File: config.mk
export PLATFORM = sky130hd
export DESIGN_NAME = iiitb_pwm_meas
export DESIGN_NICKNAME = d
export VERILOG_FILES = /design/src/rtl/iiitb_pwm_pkg.sv /design/src/rtl/iiitb_pwm_sync.sv /design/src/rtl/iiitb_pwm_meas.sv
export SDC_FILE = /design/constraint.sdc
export NUM_CORES = 1
export LEC_CHECK = 0
export CAP_MARGIN = 20
export CORE_ASPECT_RATIO = 0.8
export CORE_MARGIN = 2
export CORE_UTILIZATION = 28
export DETAILED_ROUTE_END_ITERATION = 16
export GPL_TIMING_DRIVEN = 0
export PLACE_DENSITY = 0.52
export SKIP_CTS_REPAIR_TIMING = 1
export SLEW_MARGIN = 20
export SYNTH_ARGS = -nofsm -noshare
export SYNTH_HDL_FRONTEND = slang
export SYNTH_HIERARCHICAL = 1
export SYNTH_SLANG_ARGS = --single-unit
export TNS_END_PERCENT = 100
File: constraint.sdc
create_clock -name clk -period 4.2 [get_ports clk]
set_input_delay 1.05 -clock clk [delete_from_list [all_inputs] [get_ports clk]]
set_output_delay 1.05 -clock clk [all_outputs]
set_load 0.01 [all_outputs]
File: src/rtl/iiitb_pwm_pkg.sv
// rtl/iiitb_pwm_pkg.sv - shared PWM types and duty-cycle constants
package iiitb_pwm_pkg;

  // Divider sequencing: idle, or iterating the restoring divider
  typedef enum logic {
    IDLE = 1'b0,
    DIV  = 1'b1
  } div_state_e;

  // Duty cycle is reported in tenths, same encoding as the generator
  localparam int DUTY_STEPS = 10;
  localparam int DUTY_W     = 4;

endpackage

File: src/rtl/iiitb_pwm_sync.sv
// rtl/iiitb_pwm_sync.sv - synchronizer and rising-edge detect for pwm_in
module iiitb_pwm_sync #(
  parameter int SYNC_STAGES = 2
) (
  input  logic clk,
  input  logic rst_n,
  input  logic pwm_in,
  output logic pwm_s,
  output logic rise
);

  logic [SYNC_STAGES-1:0] sync_q;
  logic                   pwm_d;

  // Shift the async input through the synchronizer chain, keep one delayed copy
  always_ff @(posedge clk or negedge rst_n) begin
    if (!rst_n) begin
      sync_q <= '0;
      pwm_d  <= 1'b0;
    end else begin
      sync_q <= {sync_q[SYNC_STAGES-2:0], pwm_in};
      pwm_d  <= sync_q[SYNC_STAGES-1];
    end
  end

  assign pwm_s = sync_q[SYNC_STAGES-1];
  assign rise  = pwm_s & ~pwm_d;

endmodule

File: src/rtl/iiitb_pwm_meas.sv
// rtl/iiitb_pwm_meas.sv - PWM period, high-time and duty-tenths measurement
module iiitb_pwm_meas
  import iiitb_pwm_pkg::*;
#(
  parameter int CNT_W       = 16,
  parameter int SYNC_STAGES = 2,
  parameter int TIMEOUT     = 2**CNT_W-1
) (
  input  logic              clk,
  input  logic              rst_n,
  input  logic              pwm_in,
  output logic [CNT_W-1:0]  period,
  output logic [CNT_W-1:0]  high_time,
  output logic [DUTY_W-1:0] duty_tenths,
  output logic              meas_valid,
  output logic              timeout
);

  localparam int                NUM_W   = CNT_W + 4;
  localparam logic [CNT_W-1:0]  TMO_CNT = CNT_W'(TIMEOUT);
  localparam logic [DUTY_W-1:0] DUTY_MAX = DUTY_W'(DUTY_STEPS);

  logic              pwm_s;
  logic              rise;
  logic [CNT_W-1:0]  cnt;
  logic [CNT_W-1:0]  high_cnt;
  logic              armed;
  div_state_e        state_q;
  div_state_e        state_d;
  logic [CNT_W-1:0]  op_p;
  logic [CNT_W-1:0]  op_h;
  logic [NUM_W-1:0]  rem;
  logic [DUTY_W-2:0] quot_hi;
  logic [1:0]        iter;

  logic              tmo_hit;
  logic              start;
  logic              div_step;
  logic              div_last;
  logic [NUM_W-1:0]  shifted;
  logic              trial_ok;
  logic [DUTY_W-1:0] q_final;
  logic [DUTY_W-1:0] q_clamped;

  iiitb_pwm_sync #(.SYNC_STAGES(SYNC_STAGES)) u_sync (
    .clk    (clk),
    .rst_n  (rst_n),
    .pwm_in (pwm_in),
    .pwm_s  (pwm_s),
    .rise   (rise)
  );

  // A rise on the threshold cycle wins; timeout reports once until a valid measurement
  assign tmo_hit = (cnt == TMO_CNT) && !rise && !timeout;
  assign start   = rise && armed && (state_q == IDLE);

  // Restoring step: try subtracting P shifted to the current quotient bit
  assign shifted   = NUM_W'(op_p) << iter;
  assign trial_ok  = (rem >= shifted);
  assign q_final   = {quot_hi, trial_ok};
  assign q_clamped = (q_final > DUTY_MAX) ? DUTY_MAX : q_final;

  // Period and high-time counters, restarted by every rise
  always_ff @(posedge clk or negedge rst_n) begin
    if (!rst_n) begin
      cnt      <= '0;
      high_cnt <= '0;
    end else if (rise) begin
      cnt      <= CNT_W'(1);
      high_cnt <= CNT_W'(1);
    end else begin
      if (cnt != TMO_CNT) cnt <= cnt + CNT_W'(1);
      if (pwm_s && (high_cnt != '1)) high_cnt <= high_cnt + CNT_W'(1);
    end
  end

  // First rise after reset or timeout only arms; timeout disarms
  always_ff @(posedge clk or negedge rst_n) begin
    if (!rst_n)       armed <= 1'b0;
    else if (rise)    armed <= 1'b1;
    else if (tmo_hit) armed <= 1'b0;
  end

  // FSM state register
  always_ff @(posedge clk or negedge rst_n) begin
    if (!rst_n) state_q <= IDLE;
    else        state_q <= state_d;
  end

  // FSM next state: four divide cycles, aborted by timeout
  always_comb begin
    state_d = state_q;
    case (state_q)
      IDLE:    if (start) state_d = DIV;
      DIV:     if (tmo_hit || (iter == 2'd0)) state_d = IDLE;
      default: state_d = IDLE;
    endcase
  end

  // FSM outputs: divider step enable and final-iteration strobe
  always_comb begin
    div_step = (state_q == DIV) && !tmo_hit;
    div_last = div_step && (iter == 2'd0);
  end

  // Operand latch and restoring divider datapath, MSB quotient bit first
  always_ff @(posedge clk or negedge rst_n) begin
    if (!rst_n) begin
      op_p    <= '0;
      op_h    <= '0;
      rem     <= '0;
      quot_hi <= '0;
      iter    <= '0;
    end else if (start) begin
      op_p    <= cnt;
      op_h    <= high_cnt;
      rem     <= NUM_W'(high_cnt) * NUM_W'(DUTY_STEPS);
      quot_hi <= '0;
      iter    <= 2'd3;
    end else if (div_step) begin
      if (trial_ok) rem <= rem - shifted;
      quot_hi <= {quot_hi[DUTY_W-3:0], trial_ok};
      iter    <= iter - 2'd1;
    end
  end

  // Output registers: updated by a finished division or by a timeout
  always_ff @(posedge clk or negedge rst_n) begin
    if (!rst_n) begin
      period      <= '0;
      high_time   <= '0;
      duty_tenths <= '0;
      meas_valid  <= 1'b0;
      timeout     <= 1'b0;
    end else begin
      meas_valid <= 1'b0;
      if (tmo_hit) begin
        period      <= '0;
        high_time   <= '0;
        duty_tenths <= pwm_s ? DUTY_MAX : '0;
        meas_valid  <= 1'b1;
        timeout     <= 1'b1;
      end else if (div_last) begin
        period      <= op_p;
        high_time   <= op_h;
        duty_tenths <= q_clamped;
        meas_valid  <= 1'b1;
        timeout     <= 1'b0;
      end
    end
  end

endmodule

==> out/metrics.cfg, run 1 <==
[clocking]
htree_levels=4
numCtsBuffers=17
clkSinkCount=132
clockRootBuffer=clkbuf_16
clk-insertion-delay-late_ns=0.43
clk_pin_slew_ns=0.06
cts_tree=yes
clk_path_buf_depth=2

[timing]
holdWs_ns=0.357
tns_ns=0
worstMarginPinSlew_ns=0.648
fin_crit_ns=3.78
setup_slack_ns=0.422
rsz0062_at_grt=false
setup_viol=0
hold_viol=0
max-slew-margin-rel_pct=56.8
slew_viol_final=0
period_share_pct=90.0
skew_ns=0.0139
max_freq_ghz=0.265

[global_route]
grt_pass1_vias=6173
track_usage_pct=15.5
grt_max_degree=94
grt_overflow_total=0
grt_pass1_wl_mm=35.0
antenna_found_initial=0

[setup_path]
start_kind=flip-flop
path_max_fanout=14
cpPeakStageDelay_ns=0.54
worstSetupPathType=flip-flop to flip-flop
required_ns=4.52
cpMostUsedCell=a211oi_1
cp.arrival_ns=4.10
cp_top_family=compound AO/OA/AOI/OAI gates
path_buf_inv=2
cp_cell_sequence=clkbuf_2 > inv_1 > and3_1 > ha_1 > fa_1 > nand2b_1 > a211oi_1 > o31ai_2 > a31o_1 > a21oi_4 > o2111ai_1 > xor2_1 > a211oi_1
slowest_stage=dfrtp_2
endpoint_kind=flip-flop

[synthesis]
syn_inst=872
synth-edff-count=0
yosysTopAreaCellShare_pct=42.5
syn_area_per_cell_um2=8.91
synth_top_area_cell=dfrtp_1
synth.distinct_cells=67
ys_ff_latch=132
syn-cell-area_um2=7770
synth_ff_type=dfrtp_1
synthArstFlopShare_pct=100
syn_nets=927
yosysWarnings=6
yosysSeqAreaShare_pct=42.5
ys_top_cells_by_area=dfrtp_1, nand2_1, ha_1

[power_and_ir_drop]
ir_worst_vdd_uv=333
p_leak_nw=4.24
p_per_area_nw_per_um2=666

[detailed_routing]
dr.pass1.iters=5
route.met2.wl_mm=8.51
dr_wl_met3_um=958
top_layer=met4
routedWlPerCell_um=16.7
viasPerCell=4.93
wl_met1_mm=12.0
vias=6445
routed_wl_mm=21.8
drc=0
drtIter0Drc=538
postRouteAntennaNets=0

[placed_design]
dp.cells=1277
dp_slack_ns=-0.287
portBuffers=40
gp_congestion=0.881
hpwlAfterDp_mm=16.4
placed_area_um2=8660

[die]
die_w_um=190
die-area_um2=29100
rows=54
start_util_pct=28.5
core_region_area_um2=27300
die_h_um=153
io_pins=41

[flow_run]
max_cap_violations=0

[final_layout]
finalNonFillerCells=1308
drive_gt1_share_pct=7.73
synthToLayoutAreaGrowth_pct=19.1
n_antenna_cell=0
fin_nets=986
fin_area_um2=9250

[hold_path]
hp-class=flip-flop to flip-flop

[outcome]
outcome=completed

synth_stat cells (8+ instances only):
cell	n
mux4_2	8
clkbuf_1	36
mux2i_1	9
nand4_1	15
nor3_1	8
xnor2_1	18
dfrtp_1	132
o21ai_1	10
and3_1	10
ha_1	50
a21oi_1	67
a31oi_1	14
inv_1	18
nand2_1	190
xor2_1	32
o21ai_0	20
nand3_1	50
o21a_1	8
a211oi_1	10
nor2_1	73
cell families after synthesis:
logic type      synth area share (%)
compound gates                  13.6
xor+xnor                        5.64
fa+ha+maj                       8.57
buf+inv                         3.14
flops                           42.5
mux                             3.91
simple gates                    22.6
state kept, by name (all words and copies together) (netlist names), 4 cells and up:
name	flops
high_time	16
cnt	16
period	16
rem	20
op_h	16
duty_tenths	4
op_p	16
high_cnt	16
through the flow:
| step | utilization, % | power [mW] |
|---|---|---|
| after floorplan | - | 3.85 |
| after global placement | 31.6 | 4.63 |
| after detailed placement | 31.7 | 4.64 |
| after CTS | 33.9 | 6.16 |
| after global routing | 33.9 | 6.61 |
| final | 33.9 | 6.16 |
worst register-to-register path, cell delays in order (launching register included):
cell,delay (ns)
dfrtp_2,0.54
clkbuf_2,0.31
inv_1,0.13
and3_1,0.19
ha_1,0.20
fa_1,0.40
nand2b_1,0.18
a211oi_1,0.34
o31ai_2,0.16
a31o_1,0.26
a21oi_4,0.31
o2111ai_1,0.21
xor2_1,0.20
a211oi_1,0.25
metal layers:
| layer | up-vias | global-route usage, % |
|---|---|---|
| li1 | 3171 | - |
| met1 | 3128 | 25.0 |
| met2 | 127 | 20.4 |
| met3 | 19 | 3.33 |
| met4 | 0 | 3.88 |
| met5 | - | 0 |
report_power, final:
part	switching (mW)	total [mW]	internal (mW)
clock	0.609	1.49	0.881
sequential	0.252	1.79	1.54
combinational	1.69	2.88	1.18
total	2.55	6.16	3.61
final cells by class:
class	count	area, um^2
buffer	42	181
clock buffer	18	429
clock inverter	14	154
fill	2895	18000
inverter	18	67.6
multi-input combinational	679	4230
sequential	132	3300
tap	364	455
timing repair buffer	41	433
path summary, 6_finish.rpt:
path | from | end | slack [ns] | cells past startpoint
max | iter[1] | rem[19] | 0.42 | 13
max reg2reg | iter[1] | rem[19] | 0.42 | 13
min | u_sync/sync_q[0] | u_sync/sync_q[1] | 0.36 | 0
min reg2reg | u_sync/sync_q[0] | u_sync/sync_q[1] | 0.36 | 0
min in group asynchronous | rst_n | high_time[2] | 0.50 | 1
max in group asynchronous | rst_n | iter[1] | 2.90 | 2
cell usage in the layout, fill, tap and decap left out, types with 7 or more instances in the layout:
cell type	n
nand2_1	190
dfrtp_1	131
nor2_1	73
a21oi_1	67
nand3_1	50
ha_1	50
clkdlybuf4s50_1	39
clkbuf_1	32
xor2_1	32
o21ai_0	20
inv_1	18
xnor2_1	18
clkbuf_16	17
nand4_1	15
a31oi_1	14
a211oi_1	10
and3_1	10
o21ai_1	10
mux2i_1	9
mux4_2	8
o21a_1	8
nor3_1	8
nand2b_1	7
No activity file was read; power rests on OpenSTA's default activity.
==> run 2: changes to the inputs <==
--- a/config.mk
+++ b/config.mk
@@ -5,6 +5,7 @@
 export SDC_FILE = /design/constraint.sdc
 export NUM_CORES = 1
 export LEC_CHECK = 0
+export ABC_AREA = 1
 export CAP_MARGIN = 20
 export CORE_ASPECT_RATIO = 0.8
 export CORE_MARGIN = 2
==> run 2 against run 1 <==
Clock skew shrank 0.0013 ns. Die area up 8.0%. Fmax increased by 4.2%. Clock-buffer cell count rose by 1. Cell area grew 7.5%. Synthesized cell count up 37%. Wire length increased by 19%. First-iteration DRC count up 3.7%. Worst setup slack improved by 0.15 ns. Synthesized area grew 8.1%. Sequential share of layout area decreased by 2.5 points. Global-route usage grew 1.8 points. Critical endpoint is now rem[16]. Largest cell class unchanged.
==> out/metrics.cfg, run 2 <==
[outcome]
outcome=completed

[synthesis]
syn_inst=1193  ; +37%
syn_nets=1248  ; +35%
ys_ff_latch=132  ; unchanged
yosysMostFrequentCell=nand2_1
syn-cell-area_um2=8400  ; +8.1%
synth_common_cells=nand2_1, dfrtp_1, inv_1, nand3_1, o21ai_0
synthArstFlopShare_pct=100  ; unchanged
synth.distinct_cells=41  ; -39%
ys_top_cells_by_area=dfrtp_1, nand2_1, ha_1
yosysWarnings=6  ; unchanged
syn_area_per_cell_um2=7.04  ; -21%
yosysSeqAreaShare_pct=39.3  ; -3.2 points
yosysTopAreaCellShare_pct=39.3  ; -3.2 points
synth_top_area_cell=dfrtp_1
synth-edff-count=0  ; unchanged
synth_ff_type=dfrtp_1

[clocking]
cts_tree=yes
clkSinkCount=132  ; unchanged
numCtsBuffers=17  ; unchanged
clockRootBuffer=clkbuf_16
clk-insertion-delay-late_ns=0.44  ; about the same
htree_levels=4  ; unchanged
clk_pin_slew_ns=0.06  ; about the same
clk_path_buf_depth=2  ; unchanged

[global_route]
grt_overflow_total=0  ; unchanged
grt_pass1_wl_mm=42.2  ; +21%
antenna_found_initial=0  ; unchanged
grt_max_degree=94  ; unchanged
track_usage_pct=17.3  ; +1.8 points
grt_pass1_vias=7489  ; +21%

[die]
start_util_pct=28.6  ; +0.089 points
rows=56  ; +3.7%
io_pins=41  ; unchanged
core_region_area_um2=29400  ; +7.8%
die-area_um2=31400  ; +8.0%
die_w_um=198  ; +3.9%
die_h_um=159  ; +3.9%

[flow_run]
max_cap_violations=0  ; unchanged

[placed_design]
dp_slack_ns=0.651  ; +0.939 ns
portBuffers=40  ; unchanged
gp_congestion=0.897  ; +1.9%
hpwlAfterDp_mm=19.8  ; +21%

[detailed_routing]
route.met2.wl_mm=10.6  ; +24%
drc=0  ; unchanged
dr_wl_met3_mm=1.28  ; +34%
routedWlPerCell_um=15.8  ; -5.1%
routed_wl_mm=26.0  ; +19%
viasPerCell=4.81  ; -2.3%
top_layer=met4
dr.pass1.iters=7  ; +2
wl_met1_mm=13.9  ; +15%
postRouteAntennaNets=0  ; unchanged
drtIter0Drc=558  ; +3.7%
vias=7910  ; +23%

[power_and_ir_drop]
p_per_area_nw_per_um2=678  ; +1.8%
power_mw=6.74  ; +9.5%
p_leak_nw=4.97  ; +17%
ir_worst_vdd_uv=368  ; +10%

[timing]
setup_viol=0  ; unchanged
rsz0062_at_grt=false
max-slew-margin-rel_pct=48.4  ; -8.4 points
period_share_pct=86.3  ; -3.6 points
worstMarginPinSlew_ns=0.774  ; +0.126 ns
setup_slack_ns=0.573  ; +0.151 ns
skew_ns=0.0126  ; -0.00132 ns
max_freq_ghz=0.276  ; +4.2%
fin_crit_ns=3.63  ; -0.151 ns
tns_ns=0  ; unchanged
slew_viol_final=0  ; unchanged
hold_viol=0  ; unchanged

[setup_path]
slowest_stage=fa_1
cp_cell_sequence=clkbuf_1 > clkinv_1 > clkbuf_1 > nand2_1 > nor2_1 > ha_1 > fa_1 > inv_1 > nand2_1 > nand2_1 > nand2_1 > nand3_1 > nand2_1 > nand2_2 > nand2_4 > nand2_4 > buf_6 > nand2_1 > nand2_1
rr_endpoint=rem[16]
rr_startpoint=iter[0]
reg2reg_slack_ns=0.57  ; +0.15 ns
cp.arrival_ns=4.00  ; -0.10 ns
worstSetupPathType=flip-flop to flip-flop
cpPeakStageDelay_ns=0.42  ; -0.12 ns
endpoint_kind=flip-flop
path_max_fanout=10  ; -4
start_kind=flip-flop
ff2ff_path_depth=19  ; +6
required_ns=4.57  ; +0.05 ns
cpMostUsedCell=nand2_1

[final_layout]
drive_gt1_share_pct=4.74  ; -3.0 points
synthToLayoutAreaGrowth_pct=18.4
nFillCells=3200  ; +11%
final_core_util_pct=33.8  ; -0.088 points
final_common_cell=nand2_1
n_antenna_cell=0  ; unchanged
top_register=rem
layout_common_cells=nand2_1, dfrtp_1, inv_1, nand3_1, o21ai_0
largest_reg_flops=20  ; unchanged
fin_nets=1308  ; +33%

[hold_path]
hold_start=u_sync/sync_q[0]
hp-class=flip-flop to flip-flop
min_path_cells=0  ; unchanged
hold_end=u_sync/sync_q[1]

-- run 2: cell types whose count changed after synthesis, sizes merged, moves of 14 or more --
cell,delta
nand2,+227
xnor2,-14
nand3,+72
inv,+110
xor2,-27
a21oi,-24
o21ai,+68
-- run 2: cell families after synthesis --
logic type	share of synthesized area [%]
and+or+nand+nor	33.3
AOI/OAI and AO/OA	10.8
buffers and inverters	7.65
DFF	39.3
adders and majority gates	7.92
xor gates and xnor gates	0.938
muxes	0.119
-- run 2: worst max-delay path by stage --
| stage | end | start | slack [ns] | cells after the start |
|---|---|---|---|---|
| 6_report | rem[16] | iter[0] | 0.57 | 19 |
| 5_1_grt | rem[17] | iter[0] | 0.28 | 18 |
| 4_1_cts | rem[16] | iter[0] | 0.63 | 19 |
| 3_3_place_gp | duty_tenths[0] | rst_n | -3.58 | 1 |
| 2_1_floorplan | rem[2] | iter[0] | 1.41 | 18 |
| 3_5_place_dp | rem[16] | iter[0] | 0.65 | 19 |
-- run 2: stage by stage --
stage	hold slack, ns	std cells	area, um^2
floorplan	0.331	1193	8400
global placement	0.349	1610	9280
detailed placement	0.336	1611	9310
CTS	0.351	1643	9950
global route	0.385	1643	9950
finish	0.350	1643	9950
-- run 2: metal layers --
layer | vias to the layer above | global-route usage [%]
met5 | - | 0
met4 | 0 | 3.79
met3 | 16 | 3.05
met2 | 180 | 24.5
met1 | 3714 | 26.9
li1 | 4000 | -
-- run 2: layout make-up --
cell class                 count  area, um^2  area share (%)
inverter                     129         484            4.87
multi-input combinational    895        4460            44.8
clock inverter                13         199            2.00
sequential                   132        3300            33.2
clock buffer                  19         443            4.45
buffer                        37         159            1.60
tap                          377         472            4.74
timing repair buffer          41         433            4.35
-- run 2: worst max-delay path: cells and delay by family (launching register included) --
| kind | cells | cell delay [ns] |
|---|---|---|
| adder cells (fa/ha/maj) | 2 | 0.65 |
| flip-flops | 1 | 0.32 |
| AND/OR/NAND/NOR | 12 | 1.20 |
| buffers and inverters | 5 | 1.40 |
-- run 2: where the power goes --
group	leakage (nW)	switching (mW)	internal [mW]
Sequential	1.75	0.181	1.52
Clock	0.306	0.631	1.02
Combinational	2.91	2.21	1.18
